### src/rtl/ad5791_spi_ctrl_if.sv
// Sample/handshake and AD5791 pin bundle between the flow controller and
// the AD5791 SPI controller. The master modport is the flow-controller side.
interface ad5791_spi_ctrl_if #(
  parameter int DAC_DATA_NBIT = 20
);
  logic                     dac_start;
  logic                     dac_en;
  logic                     dac_dv;
  logic [DAC_DATA_NBIT-1:0] dac_data;
  logic                     dac_waitrequest;
  logic                     spi_sclk;
  logic                     spi_sync_n;
  logic                     spi_sdin;
  logic                     dac_ldac_n;
  logic                     busy;
  logic                     underrun;
  logic                     overrun;

  modport master (
    output dac_start, dac_en, dac_dv, dac_data,
    input  dac_waitrequest, spi_sclk, spi_sync_n, spi_sdin, dac_ldac_n,
           busy, underrun, overrun
  );

  modport slave (
    input  dac_start, dac_en, dac_dv, dac_data,
    output dac_waitrequest, spi_sclk, spi_sync_n, spi_sdin, dac_ldac_n,
           busy, underrun, overrun
  );
endinterface

### src/rtl/ad5791_spi_ctrl.sv
// AD5791 SPI write controller: buffers DAC samples in a small FIFO, writes
// the control register on enable, then sends one 24-bit DAC-register frame
// per dac_start strobe followed by an LDAC pulse.
module ad5791_spi_ctrl #(
  parameter int                       DAC_DATA_NBIT = 20,
  parameter int                       FIFO_DEPTH    = 16,
  parameter int                       SCLK_DIV      = 2,
  parameter int                       SYNC_GAP      = 4,
  parameter int                       LDAC_CYC      = 2,
  parameter logic [DAC_DATA_NBIT-1:0] CTRL_WORD     = 20'h00012
) (
  input  logic              mclk,
  input  logic              rst_n,
  ad5791_spi_ctrl_if.slave  bus
);

  localparam int FRAME_NBIT = DAC_DATA_NBIT + 4;
  localparam int PTR_W      = $clog2(FIFO_DEPTH);
  localparam int CNT_W      = PTR_W + 1;
  localparam int DIV_W      = (SCLK_DIV > 1) ? $clog2(SCLK_DIV) : 1;
  localparam int BIT_W      = $clog2(FRAME_NBIT);
  localparam int TMR_W      = 8;

  typedef enum logic [2:0] {
    ST_IDLE, ST_CFG, ST_READY, ST_SHIFT, ST_GAP, ST_LDAC
  } state_t;

  state_t                   state, state_nxt;
  logic [DAC_DATA_NBIT-1:0] mem [FIFO_DEPTH];
  logic [PTR_W-1:0]         wr_ptr, rd_ptr;
  logic [CNT_W-1:0]         count, count_nxt;
  logic                     full, empty, push, pop, flush;
  logic                     load, load_ctrl, underrun_set, overrun_set;
  logic [FRAME_NBIT-1:0]    frame_nxt, shreg;
  logic                     sclk_q, sync_n_q, sdin_q, ldac_n_q, waitreq_q;
  logic                     underrun_q, overrun_q, is_ctrl, en_q, en_pend;
  logic [DIV_W-1:0]         div_cnt;
  logic [BIT_W-1:0]         bit_cnt;
  logic [TMR_W-1:0]         tmr;
  logic                     en_rise, stay_en, div_done, last_bit, tmr_done;

  assign full     = (count == CNT_W'(FIFO_DEPTH));
  assign empty    = (count == '0);
  assign en_rise  = bus.dac_en && !en_q;
  // An enable edge seen while busy forces a pass through IDLE so CFG reruns.
  assign stay_en  = bus.dac_en && !en_pend;
  assign div_done = (div_cnt == DIV_W'(SCLK_DIV - 1));
  assign last_bit = (bit_cnt == BIT_W'(FRAME_NBIT - 1));
  assign tmr_done = (state == ST_GAP) ? (tmr == TMR_W'(SYNC_GAP - 1))
                                      : (tmr == TMR_W'(LDAC_CYC - 1));

  // Next-state and per-cycle control strobes.
  always_comb begin
    // NOTE: every signal gets a default before the case so no path can
    // leave it unassigned and infer a latch.
    state_nxt    = state;
    pop          = 1'b0;
    flush        = 1'b0;
    load         = 1'b0;
    load_ctrl    = 1'b0;
    underrun_set = 1'b0;
    case (state)
      ST_IDLE:  if (bus.dac_en && (en_rise || en_pend)) state_nxt = ST_CFG;
      ST_CFG: begin
        load      = 1'b1;
        load_ctrl = 1'b1;
        state_nxt = ST_SHIFT;
      end
      ST_READY: begin
        if (!bus.dac_en) begin
          flush     = 1'b1;
          state_nxt = ST_IDLE;
        end else if (bus.dac_start) begin
          if (empty) begin
            underrun_set = 1'b1;
          end else begin
            pop       = 1'b1;
            load      = 1'b1;
            state_nxt = ST_SHIFT;
          end
        end
      end
      ST_SHIFT: if (div_done && !sclk_q && last_bit) state_nxt = ST_GAP;
      ST_GAP: begin
        if (tmr_done) begin
          if (!is_ctrl)     state_nxt = ST_LDAC;
          else if (stay_en) state_nxt = ST_READY;
          else begin
            flush     = 1'b1;
            state_nxt = ST_IDLE;
          end
        end
      end
      ST_LDAC: begin
        if (tmr_done) begin
          if (stay_en) state_nxt = ST_READY;
          else begin
            flush     = 1'b1;
            state_nxt = ST_IDLE;
          end
        end
      end
      default:  state_nxt = ST_IDLE;
    endcase
  end

  // A write is accepted when there is room, or when a pop frees a slot this cycle.
  assign push        = bus.dac_dv && (!full || pop) && !flush;
  assign overrun_set = bus.dac_dv && full && !pop;
  assign count_nxt   = flush ? '0 : count + CNT_W'(push) - CNT_W'(pop);
  assign frame_nxt   = load_ctrl ? {1'b0, 3'b010, CTRL_WORD}
                                 : {1'b0, 3'b001, mem[rd_ptr]};

  // State register.
  always_ff @(posedge mclk) begin
    // NOTE: registers take non-blocking assignments so every flop samples
    // pre-edge values regardless of statement order.
    if (!rst_n) state <= ST_IDLE;
    else        state <= state_nxt;
  end

  // Sample storage.
  always_ff @(posedge mclk) begin
    // NOTE: the array has no reset; pointers and count define validity.
    if (push) mem[wr_ptr] <= bus.dac_data;
  end

  // FIFO pointers, occupancy and back-pressure.
  always_ff @(posedge mclk) begin
    if (!rst_n || flush) begin
      wr_ptr    <= '0;
      rd_ptr    <= '0;
      count     <= '0;
      waitreq_q <= 1'b0;
    end else begin
      if (push) wr_ptr <= wr_ptr + PTR_W'(1);
      if (pop)  rd_ptr <= rd_ptr + PTR_W'(1);
      count     <= count_nxt;
      waitreq_q <= (count_nxt == CNT_W'(FIFO_DEPTH));
    end
  end

  // Serialiser, gap/LDAC timer, enable-edge tracking and sticky flags.
  always_ff @(posedge mclk) begin
    if (!rst_n) begin
      sclk_q     <= 1'b1;
      sync_n_q   <= 1'b1;
      sdin_q     <= 1'b0;
      ldac_n_q   <= 1'b1;
      shreg      <= '0;
      is_ctrl    <= 1'b0;
      div_cnt    <= '0;
      bit_cnt    <= '0;
      tmr        <= '0;
      en_q       <= 1'b0;
      en_pend    <= 1'b0;
      underrun_q <= 1'b0;
      overrun_q  <= 1'b0;
    end else begin
      en_q <= bus.dac_en;
      if (state == ST_IDLE) en_pend <= 1'b0;
      else if (en_rise)     en_pend <= 1'b1;
      if (underrun_set) underrun_q <= 1'b1;
      if (overrun_set)  overrun_q  <= 1'b1;

      if (load) begin
        shreg    <= frame_nxt;
        sdin_q   <= frame_nxt[FRAME_NBIT-1];
        sync_n_q <= 1'b0;
        sclk_q   <= 1'b1;
        div_cnt  <= '0;
        bit_cnt  <= '0;
        is_ctrl  <= load_ctrl;
      end else if (state == ST_SHIFT) begin
        if (!div_done) begin
          div_cnt <= div_cnt + DIV_W'(1);
        end else begin
          div_cnt <= '0;
          if (sclk_q) begin
            sclk_q <= 1'b0;
          end else if (last_bit) begin
            sclk_q   <= 1'b1;
            sync_n_q <= 1'b1;
            tmr      <= '0;
          end else begin
            sclk_q  <= 1'b1;
            shreg   <= {shreg[FRAME_NBIT-2:0], 1'b0};
            sdin_q  <= shreg[FRAME_NBIT-2];
            bit_cnt <= bit_cnt + BIT_W'(1);
          end
        end
      end else if (state == ST_GAP || state == ST_LDAC) begin
        tmr <= tmr_done ? '0 : tmr + TMR_W'(1);
        if (state == ST_GAP && tmr_done && !is_ctrl) ldac_n_q <= 1'b0;
        if (state == ST_LDAC && tmr_done)            ldac_n_q <= 1'b1;
      end
    end
  end

  assign bus.dac_waitrequest = waitreq_q;
  assign bus.spi_sclk        = sclk_q;
  assign bus.spi_sync_n      = sync_n_q;
  assign bus.spi_sdin        = sdin_q;
  assign bus.dac_ldac_n      = ldac_n_q;
  assign bus.busy            = (state != ST_IDLE) && (state != ST_READY);
  assign bus.underrun        = underrun_q;
  assign bus.overrun         = overrun_q;

endmodule

### src/flat_wrapper.sv
// flat-port wrapper written by rule: the top's interface ports become plain ports
module ad5791_spi_ctrl_flat 
#(
  parameter int                       DAC_DATA_NBIT = 20,
  parameter int                       FIFO_DEPTH    = 16,
  parameter int                       SCLK_DIV      = 2,
  parameter int                       SYNC_GAP      = 4,
  parameter int                       LDAC_CYC      = 2,
  parameter logic [DAC_DATA_NBIT-1:0] CTRL_WORD     = 20'h00012
)
  (mclk, rst_n, bus_dac_start, bus_dac_en, bus_dac_dv, bus_dac_data, bus_dac_waitrequest, bus_spi_sclk, bus_spi_sync_n, bus_spi_sdin, bus_dac_ldac_n, bus_busy, bus_underrun, bus_overrun);
  ad5791_spi_ctrl_if #(.DAC_DATA_NBIT(DAC_DATA_NBIT)) bus_i ();
  input  logic mclk;
  input  logic rst_n;
  input wire logic [$bits(bus_i.dac_start)-1:0] bus_dac_start;
  input wire logic [$bits(bus_i.dac_en)-1:0] bus_dac_en;
  input wire logic [$bits(bus_i.dac_dv)-1:0] bus_dac_dv;
  input wire logic [$bits(bus_i.dac_data)-1:0] bus_dac_data;
  output wire logic [$bits(bus_i.dac_waitrequest)-1:0] bus_dac_waitrequest;
  output wire logic [$bits(bus_i.spi_sclk)-1:0] bus_spi_sclk;
  output wire logic [$bits(bus_i.spi_sync_n)-1:0] bus_spi_sync_n;
  output wire logic [$bits(bus_i.spi_sdin)-1:0] bus_spi_sdin;
  output wire logic [$bits(bus_i.dac_ldac_n)-1:0] bus_dac_ldac_n;
  output wire logic [$bits(bus_i.busy)-1:0] bus_busy;
  output wire logic [$bits(bus_i.underrun)-1:0] bus_underrun;
  output wire logic [$bits(bus_i.overrun)-1:0] bus_overrun;
  assign bus_i.dac_start = bus_dac_start;
  assign bus_i.dac_en = bus_dac_en;
  assign bus_i.dac_dv = bus_dac_dv;
  assign bus_i.dac_data = bus_dac_data;
  assign bus_dac_waitrequest = bus_i.dac_waitrequest;
  assign bus_spi_sclk = bus_i.spi_sclk;
  assign bus_spi_sync_n = bus_i.spi_sync_n;
  assign bus_spi_sdin = bus_i.spi_sdin;
  assign bus_dac_ldac_n = bus_i.dac_ldac_n;
  assign bus_busy = bus_i.busy;
  assign bus_underrun = bus_i.underrun;
  assign bus_overrun = bus_i.overrun;
  ad5791_spi_ctrl #(.DAC_DATA_NBIT(DAC_DATA_NBIT), .FIFO_DEPTH(FIFO_DEPTH), .SCLK_DIV(SCLK_DIV), .SYNC_GAP(SYNC_GAP), .LDAC_CYC(LDAC_CYC), .CTRL_WORD(CTRL_WORD)) u_core (.mclk(mclk), .rst_n(rst_n), .bus(bus_i));
endmodule
### config.mk
export PLATFORM = sky130hd
export DESIGN_NAME = ad5791_spi_ctrl_flat
export DESIGN_NICKNAME = d
export VERILOG_FILES = /design/src/rtl/ad5791_spi_ctrl_if.sv /design/src/rtl/ad5791_spi_ctrl.sv /design/src/flat_wrapper.sv
export SDC_FILE = /design/constraint.sdc
export NUM_CORES = 1
export LEC_CHECK = 0
export BUFFER_PORTS_ARGS = -buffer_cell sky130_fd_sc_hd__buf_4
export CAP_MARGIN = 20
export CORE_UTILIZATION = 60
export DETAILED_ROUTE_END_ITERATION = 12
export HOLD_SLACK_MARGIN = 0.08
export PLACE_DENSITY = 0.78
export SLEW_MARGIN = 30
export SYNTH_ARGS = -nofsm -noshare
export SYNTH_HDL_FRONTEND = slang
export SYNTH_SLANG_ARGS = --single-unit
### constraint.sdc
create_clock -name mclk -period 6.55 [get_ports mclk]
set_input_delay 0 -clock mclk [delete_from_list [all_inputs] [get_ports mclk]]
set_output_delay 0 -clock mclk [all_outputs]
set_load 0.02 [all_outputs]
---- Word-level counts from Yosys, hierarchy flattened ----
Memories as Yosys holds them, arrays and structs flattened. A register that Yosys moved wholly into a read port is not among the register bits.
Index checks and enable logic that the tools add are counted.
operators by class
  add/sub/neg operators ................... 7
  $mul .................................... 0
  div/mod/pow operators ................... 0
  order comparisons ....................... 0
  equal/unequal tests ..................... 22
  shift-type cells ........................ 0
  muxes and demuxes ....................... 58
  bitwise operators ....................... 5
  reduce and logical (&&, ||, !) cells .... 42
operators with widths
  cell                                                 number
  2-to-1 mux 23 bit                                    5
  2-to-1 mux 8 bit                                     6
  2-to-1 mux 1 bit                                     31
  2-to-1 mux 3 bit                                     8
  2-to-1 mux 22 bit                                    1
  one-hot mux 3 bit (6 select lines)                   1
  != test 2 x 1 -> 1 bit, second input constant        8
  AND reduction 4 bit                                  4
  equality test 5 bit, second input constant           3
  logical AND 1 bit                                    13
  nonzero test 2 bit                                   5
  adder 4 x 1 -> 4 bit, second input constant          2
  adder 8 x 1 -> 8 bit, second input constant          1
  equality test 8 x 1 -> 1 bit, second input constant  1
  equality test 8 x 2 -> 1 bit, second input constant  1
  logical NOT 1 bit                                    8
  2-to-1 mux 4 bit                                     2
  equality test 3 x 2 -> 1 bit, second input constant  2
  equality test 3 bit, second input constant           2
  != test 3 bit, second input constant                 2
  AND reduction 6 bit                                  1
  adder 5 x 1 -> 5 bit                                 1
  adder 5 x 1 -> 5 bit, second input constant          1
  logical NOT 5 bit                                    1
  16 further kinds                                     24
storage, ports and cells
  register bits after elaboration ......... 63
  latch bits .............................. 0
  memory bits (writable) .................. 320
  memory bits (read-only) ................. 0
  bits of input ports ..................... 25
  output and inout port bits .............. 8
  word-level logic and storage cells ...... 153
  memories kept ........................... 1
memories
  name        words  bits a word  read ports  clocked after memory_dff  wr ports  RTL line               text
  u_core.mem  16     20           1           1                         1         ad5791_spi_ctrl.sv:29  logic [DAC_DATA_NBIT-1:0] mem [FIFO_DEPTH];

---- Logic depth before layout (Yosys ltp) ----
  depth after elaboration ................. 12
  depth in mapped cells ................... 16
  gate-level depth less buffers ........... 14

---- Least setup slack after synthesis ----
No wires, ideal clock.
  path kind ............................... register -> register
  start point ............................. register u_core.count[2]
  end point ............................... register u_core.waitreq_q (netlist: u_core.bus.dac_waitrequest)
  library setup time ...................... 114 ps
  arrival ................................. 2917 ps
  data required time ...................... 6436 ps
  setup slack ............................. 3518 ps
  stages on the path, launching flop included .. 16
  path buffers ............................ 1
  clock period less this slack ............ 3032 ps
  cell sequence ........................... dfxtp_1 inv_1 ha_1 nor4b_2 nor3_2 buf_2 ha_1 inv_1 ha_1 inv_1 fa_1 inv_1 a21oi_1 o21bai_1 xnor2_1 a2111oi_0
on the way
  longest elaborated chain between the ends .. 12
  elaborated cells between the ends (all ways) .. 14
  classes of those cells .................. add/sub (2); eq/ne (2); mux (5); reduce/logical (5)
ends and longest elaborated chain
  item                            RTL line                text
  from (decl)                     ad5791_spi_ctrl.sv:31   logic [CNT_W-1:0] count, count_nxt;
  from (signal assigned)          ad5791_spi_ctrl.sv:138  count <= count_nxt;
  logical NOT 5 bit (*)           ad5791_spi_ctrl.sv:43   assign empty = (count == '0);
  2-to-1 mux 1 bit (*)            ad5791_spi_ctrl.sv:74   if (empty) begin
  2-to-1 mux 1 bit (*)            ad5791_spi_ctrl.sv:73   end else if (bus.dac_start) begin
  2-to-1 mux 1 bit (*)            ad5791_spi_ctrl.sv:70   if (!bus.dac_en) begin
  2-to-1 mux 1 bit (*)            ad5791_spi_ctrl.sv:62   case (state)
  net u_core.pop                  ad5791_spi_ctrl.sv:32   logic full, empty, push, pop, flush;
  logical OR 1 bit                ad5791_spi_ctrl.sv:108  assign push = bus.dac_dv && (!full || pop) && !flush;
  logical AND 1 bit (2 in a row)  ad5791_spi_ctrl.sv:108
  adder 5 x 1 -> 5 bit            ad5791_spi_ctrl.sv:110  assign count_nxt = flush ? '0 : count + CNT_W'(push) - CNT_W'(pop);
  subtractor 5 x 1 -> 5 bit (*)   ad5791_spi_ctrl.sv:110
  2-to-1 mux 5 bit (*)            ad5791_spi_ctrl.sv:110
  equality test 5 bit (*)         ad5791_spi_ctrl.sv:139  waitreq_q <= (count_nxt == CNT_W'(FIFO_DEPTH));
  to (signal assigned)            ad5791_spi_ctrl.sv:139
  to (decl)                       ad5791_spi_ctrl.sv:35   logic sclk_q, sync_n_q, sdin_q, ldac_n_q, waitreq_q;
Mark *: on every way through the listed nets, which the timed path passes. The rest lies on a longest branch.
A chain may end at the register's enable or synchronous reset.

---- Worst setup path after layout ----
  start point ............................. register u_core.state[1]
  end point ............................... register u_core.waitreq_q (netlist: u_core.bus.dac_waitrequest)
on the way
  longest elaborated chain between the ends .. 10
  elaborated cells between the ends (all ways) .. 17
  classes of those cells .................. add/sub (2); eq/ne (4); mux (6); reduce/logical (5)
ends and longest elaborated chain
  item                                 RTL line                                      text
  from (decl)                          ad5791_spi_ctrl.sv:28                         state_t state, state_nxt;
  from (signal assigned)               ad5791_spi_ctrl.sv:119                        else state <= state_nxt;
  equality test 3 bit                  ad5791_spi_ctrl.sv:49, ad5791_spi_ctrl.sv:62
  2-to-1 mux 1 bit                     ad5791_spi_ctrl.sv:49                         assign tmr_done = (state == ST_GAP) ? (tmr == TMR_W'(SYNC_GAP - 1))
  2-to-1 mux 1 bit (on tied branches)  ad5791_spi_ctrl.sv:95, ad5791_spi_ctrl.sv:85
  one-hot mux 1 bit (3 select lines)   ad5791_spi_ctrl.sv:62
  logical NOT 1 bit                    ad5791_spi_ctrl.sv:108
  logical AND 1 bit (*)                ad5791_spi_ctrl.sv:108
  net u_core.push                      ad5791_spi_ctrl.sv:32
  adder 5 x 1 -> 5 bit (*)             ad5791_spi_ctrl.sv:110
  subtractor 5 x 1 -> 5 bit (*)        ad5791_spi_ctrl.sv:110
  2-to-1 mux 5 bit (*)                 ad5791_spi_ctrl.sv:110
  equality test 5 bit (*)              ad5791_spi_ctrl.sv:139
Marks and branches as above.

==> qor.tcl <==
set qor(run_status) {complete, no violations}
set qor(hold_path.class) {input pin to flop}
set qor(final_cell_area_sq_um) 17800
set qor(post-dp-hpwl_um) 17600
set qor(gr-total-overflow) 0
set qor(synth-main-ff-cell) {sky130_fd_sc_hd__edfxtp_1}
set qor(mappedNetlistNets) 949
set qor(cts_buffer_depth) 3
set qor(max_cap_viol_count) 0
set qor(min_period_over_period_pct) 56.6
set qor(cts_tree) {yes}
set qor(initial_core_util_pct) 61.6
set qor(worst_path_max_delay_cell) {sky130_fd_sc_hd__dfxtp_1}
set qor(seq_area_frac_synth_pct) 70.1
set qor(cts.clk_slew.worst_paths_ns) 0.06
set qor(grt_antenna_before_repair) 0
set qor(grt_max_degree) 45
set qor(synth_seq_cells) 387
set qor(critical_path_peak_fanout) 17
set qor(setup_tns_ns) 0
set qor(cts_made_buffers) 37
set qor(setup_violations) 0
set qor(grt_pass1_wl_um) 50000
set qor(die_area_sq_um) 26700
set qor(vias) 8361
set qor(first_global_vias) 8603
set qor(io_pins) 33
set qor(final.setup_skew_ns) 0.00798
set qor(synth_area_leader_cell) {sky130_fd_sc_hd__edfxtp_1}
set qor(timing.final.crit_period_ns) 3.71
set qor(critical-path-top-delay-family) {compound AO/OA/AOI/OAI gates}
set qor(chipHeight_um) 163
set qor(post_cts_buffers) 0
set qor(worstPathRequired_ns) 6.94
set qor(timing.fmax_mhz) 270
set qor(remaining_drc_errors) 0
set qor(synth_enable_flop_cells) 320
set qor(core_area_sq_um) 25300
set qor(synth.top_cells.by_area) {sky130_fd_sc_hd__edfxtp_1 (62%), sky130_fd_sc_hd__mux4_2 (12%), sky130_fd_sc_hd__dfxtp_1 (8.6%)}
set qor(timing.slew.headroom_pct) 37.4
set qor(cts-resized-gates) 0
set qor(rsz0062_at_grt) {false}
set qor(type_of_the_worst_setup_path) {flop to flop}
set qor(number_of_hold_slack_violations_in_the_final_timing_report) 0
set qor(total_inserted_antenna_cells) 0
set qor(crit_path_end_kind) {flop}
set qor(synth.cell_area_sq_um) 15600
set qor(dieWidth_um) 163
set qor(synthCells) 910
set qor(ctsRootBufferMaster) {sky130_fd_sc_hd__clkbuf_16}
set qor(detail_route.wirelength_um) 32400
set qor(yosysTopAreaCellShare_pct) 61.5
set qor(detail_route.vias_per_cell) 6.28
set qor(post_route_cells_drive_above_1_share_pct) 24.5
set qor(tightest_slew_ns) 0.933
set qor(areaGrowthSynthToFinish_pct) 13.8
set qor(ys_warn_count) 0
set qor(rows) 58
set qor(critical_path.cell_chain) {nand4bb_2 > o2111ai_2 > and2_1 > o211ai_4 > nand2_1 > ha_1 > inv_1 > fa_1 > inv_1 > a21oi_1 > o21bai_1 > xnor2_1 > a2111oi_0}
set qor(critPathMaxStageDelay_ns) 0.66
set qor(tritoncts_num_sinks) 387
set qor(placed_area_sq_um) 16300
set qor(track_usage_pct) 25.7
set qor(worst-path-buf-inv) 2
set qor(critical-path-top-cell-by-count) {sky130_fd_sc_hd__inv_1}
set qor(drt_first_pass_iters) 5
set qor(postSynthAreaPerCell_sq_um) 17.2
set qor(async_flop_share_pct) 0
set qor(arrival_ns) 4.09
set qor(clk-insertion-delay-late_ns) 0.53
set qor(io_buf_count) 32
set qor(power_density_nw_per_um2) 349
set qor(gp_routability_congestion) 0.852
set qor(yosysUniqueCellTypes) 65
set qor(num-nets-final) 1013
set qor(route.detailed.wl_per_inst_um) 24.3
set qor(ant_nets) 0
set qor(final-max-slew-violation-count) 0
set qor(htree_levels) 2
set qor(total_leakage_power_uw) 0.00570
set qor(final_cell_mix) {sky130_fd_sc_hd__edfxtp_1 (320), sky130_fd_sc_hd__mux4_2 (80), sky130_fd_sc_hd__dfxtp_1 (63), sky130_fd_sc_hd__buf_4 (52), sky130_fd_sc_hd__a21oi_1 (51)}
set qor(peak_vdd_ir_uv) 256
set qor(drt_first_iter_violations) 745
set qor(layout.cells.most_common) {sky130_fd_sc_hd__edfxtp_1}
set qor(cp-start-kind) {flop}
[cells by family after synthesis]
group	after synthesis	share of synthesized area [%]
AOI/OAI and AO/OA	164	6.85
xor gates and xnor gates	16	0.898
adders and majority gates	14	1.17
buffers and inverters	73	2.10
DFF	387	70.1
muxes	121	14.4
and+or+nand+nor	135	4.49
[layout make-up]
cell class                      count  area (sq um)
Tap cell                          330           413
Sequential cell                   387         11000
Clock inverter                     26           318
Timing Repair Buffer               77           658
Inverter                           21          78.8
Clock buffer                       40           937
Multi-Input combinational cell    450          4400
Fill cell                        1564          7560
[cells in the mapped netlist, drive strengths merged, types with 2 or more instances]
master / n
a21o: 2
ha: 13
nor2b: 6
a211oi: 2
dfxtp: 67
a2111oi: 2
mux2: 20
edfxtp: 320
a21boi: 3
mux2i: 21
clkbuf: 15
o211a: 5
nor3: 7
and3: 5
buf: 37
o211ai: 21
inv: 21
nand3: 12
or3: 2
xnor2: 8
mux4: 80
nand4: 4
a221oi: 4
nand2b: 4
xor2: 8
nand2: 49
nand4b: 3
nor3b: 3
o21ai: 41
a31oi: 5
and2: 3
a21oi: 67
nor2: 28
[metrics by stage]
step | hold slack [ns] | util (%) | total power (uW) | setup slack [ns] | cells
after floorplan | 0.0989 | - | 3710 | 3.52 | 910
after global placement | 0.284 | 64.1 | 3970 | 3.09 | 1240
after detailed placement | 0.302 | 64.2 | 4000 | 2.87 | 1241
after CTS | 0.301 | 70.1 | 6210 | 2.82 | 1331
after global routing | 0.322 | 70.1 | 6430 | 2.45 | 1331
final | 0.316 | 70.1 | 6190 | 2.84 | 1331
[power by group]
part | switching (uW) | leakage [uW] | internal, uW | total (uW)
clock | 893 | 0.000611 | 1320 | 2210
combinational | 579 | 0.00165 | 386 | 964
sequential | 116 | 0.00344 | 2900 | 3020
[sequential cells by signal, indices dropped and copies added (netlist names), named ones only]
name,count
u_core.state,3
u_core.rd_ptr,4
u_core.en_pend,1
u_core.wr_ptr,4
u_core.shreg,23
u_core.tmr,8
u_core.en_q,1
u_core.bit_cnt,5
u_core.bus.underrun,1
u_core.bus.dac_waitrequest,1
u_core.bus.spi_sync_n,1
u_core.count,5
u_core.bus.spi_sdin,1
u_core.bus.dac_ldac_n,1
u_core.bus.overrun,1
u_core.mem,320
u_core.is_ctrl,1
u_core.div_cnt,1
u_core.bus.spi_sclk,1
[layer usage]
metal / track usage, % / share of wire [%] / vias up
met5: 0 / 0 / -
met4: 10.6 / 3.7 / 0
met3: 4.27 / 5.9 / 72
met2: 42.1 / 49 / 303
met1: 34.5 / 41 / 4255
li1: - / - / 3731
[path summary, 6_finish.rpt]
kind | from | endpoint | slack [ns] | cells past startpoint
setup reg to reg | u_core.state[1] | u_core.bus.dac_waitrequest | 2.84 | 13
hold / removal | bus_dac_data[1] | u_core.mem[3][1] | 0.32 | 2
hold reg to reg | u_core.bus.spi_sdin | u_core.bus.spi_sdin | 0.46 | 2
setup / recovery | u_core.state[1] | u_core.bus.dac_waitrequest | 2.84 | 13
[repair_timing]
action | in CTS | in global routing
hold endpoints to repair | 353 | 0
endpoints found under the setup margin | 0 | 0
hold buffers | 24 | 0
Power figures use the tool's default switching activity.
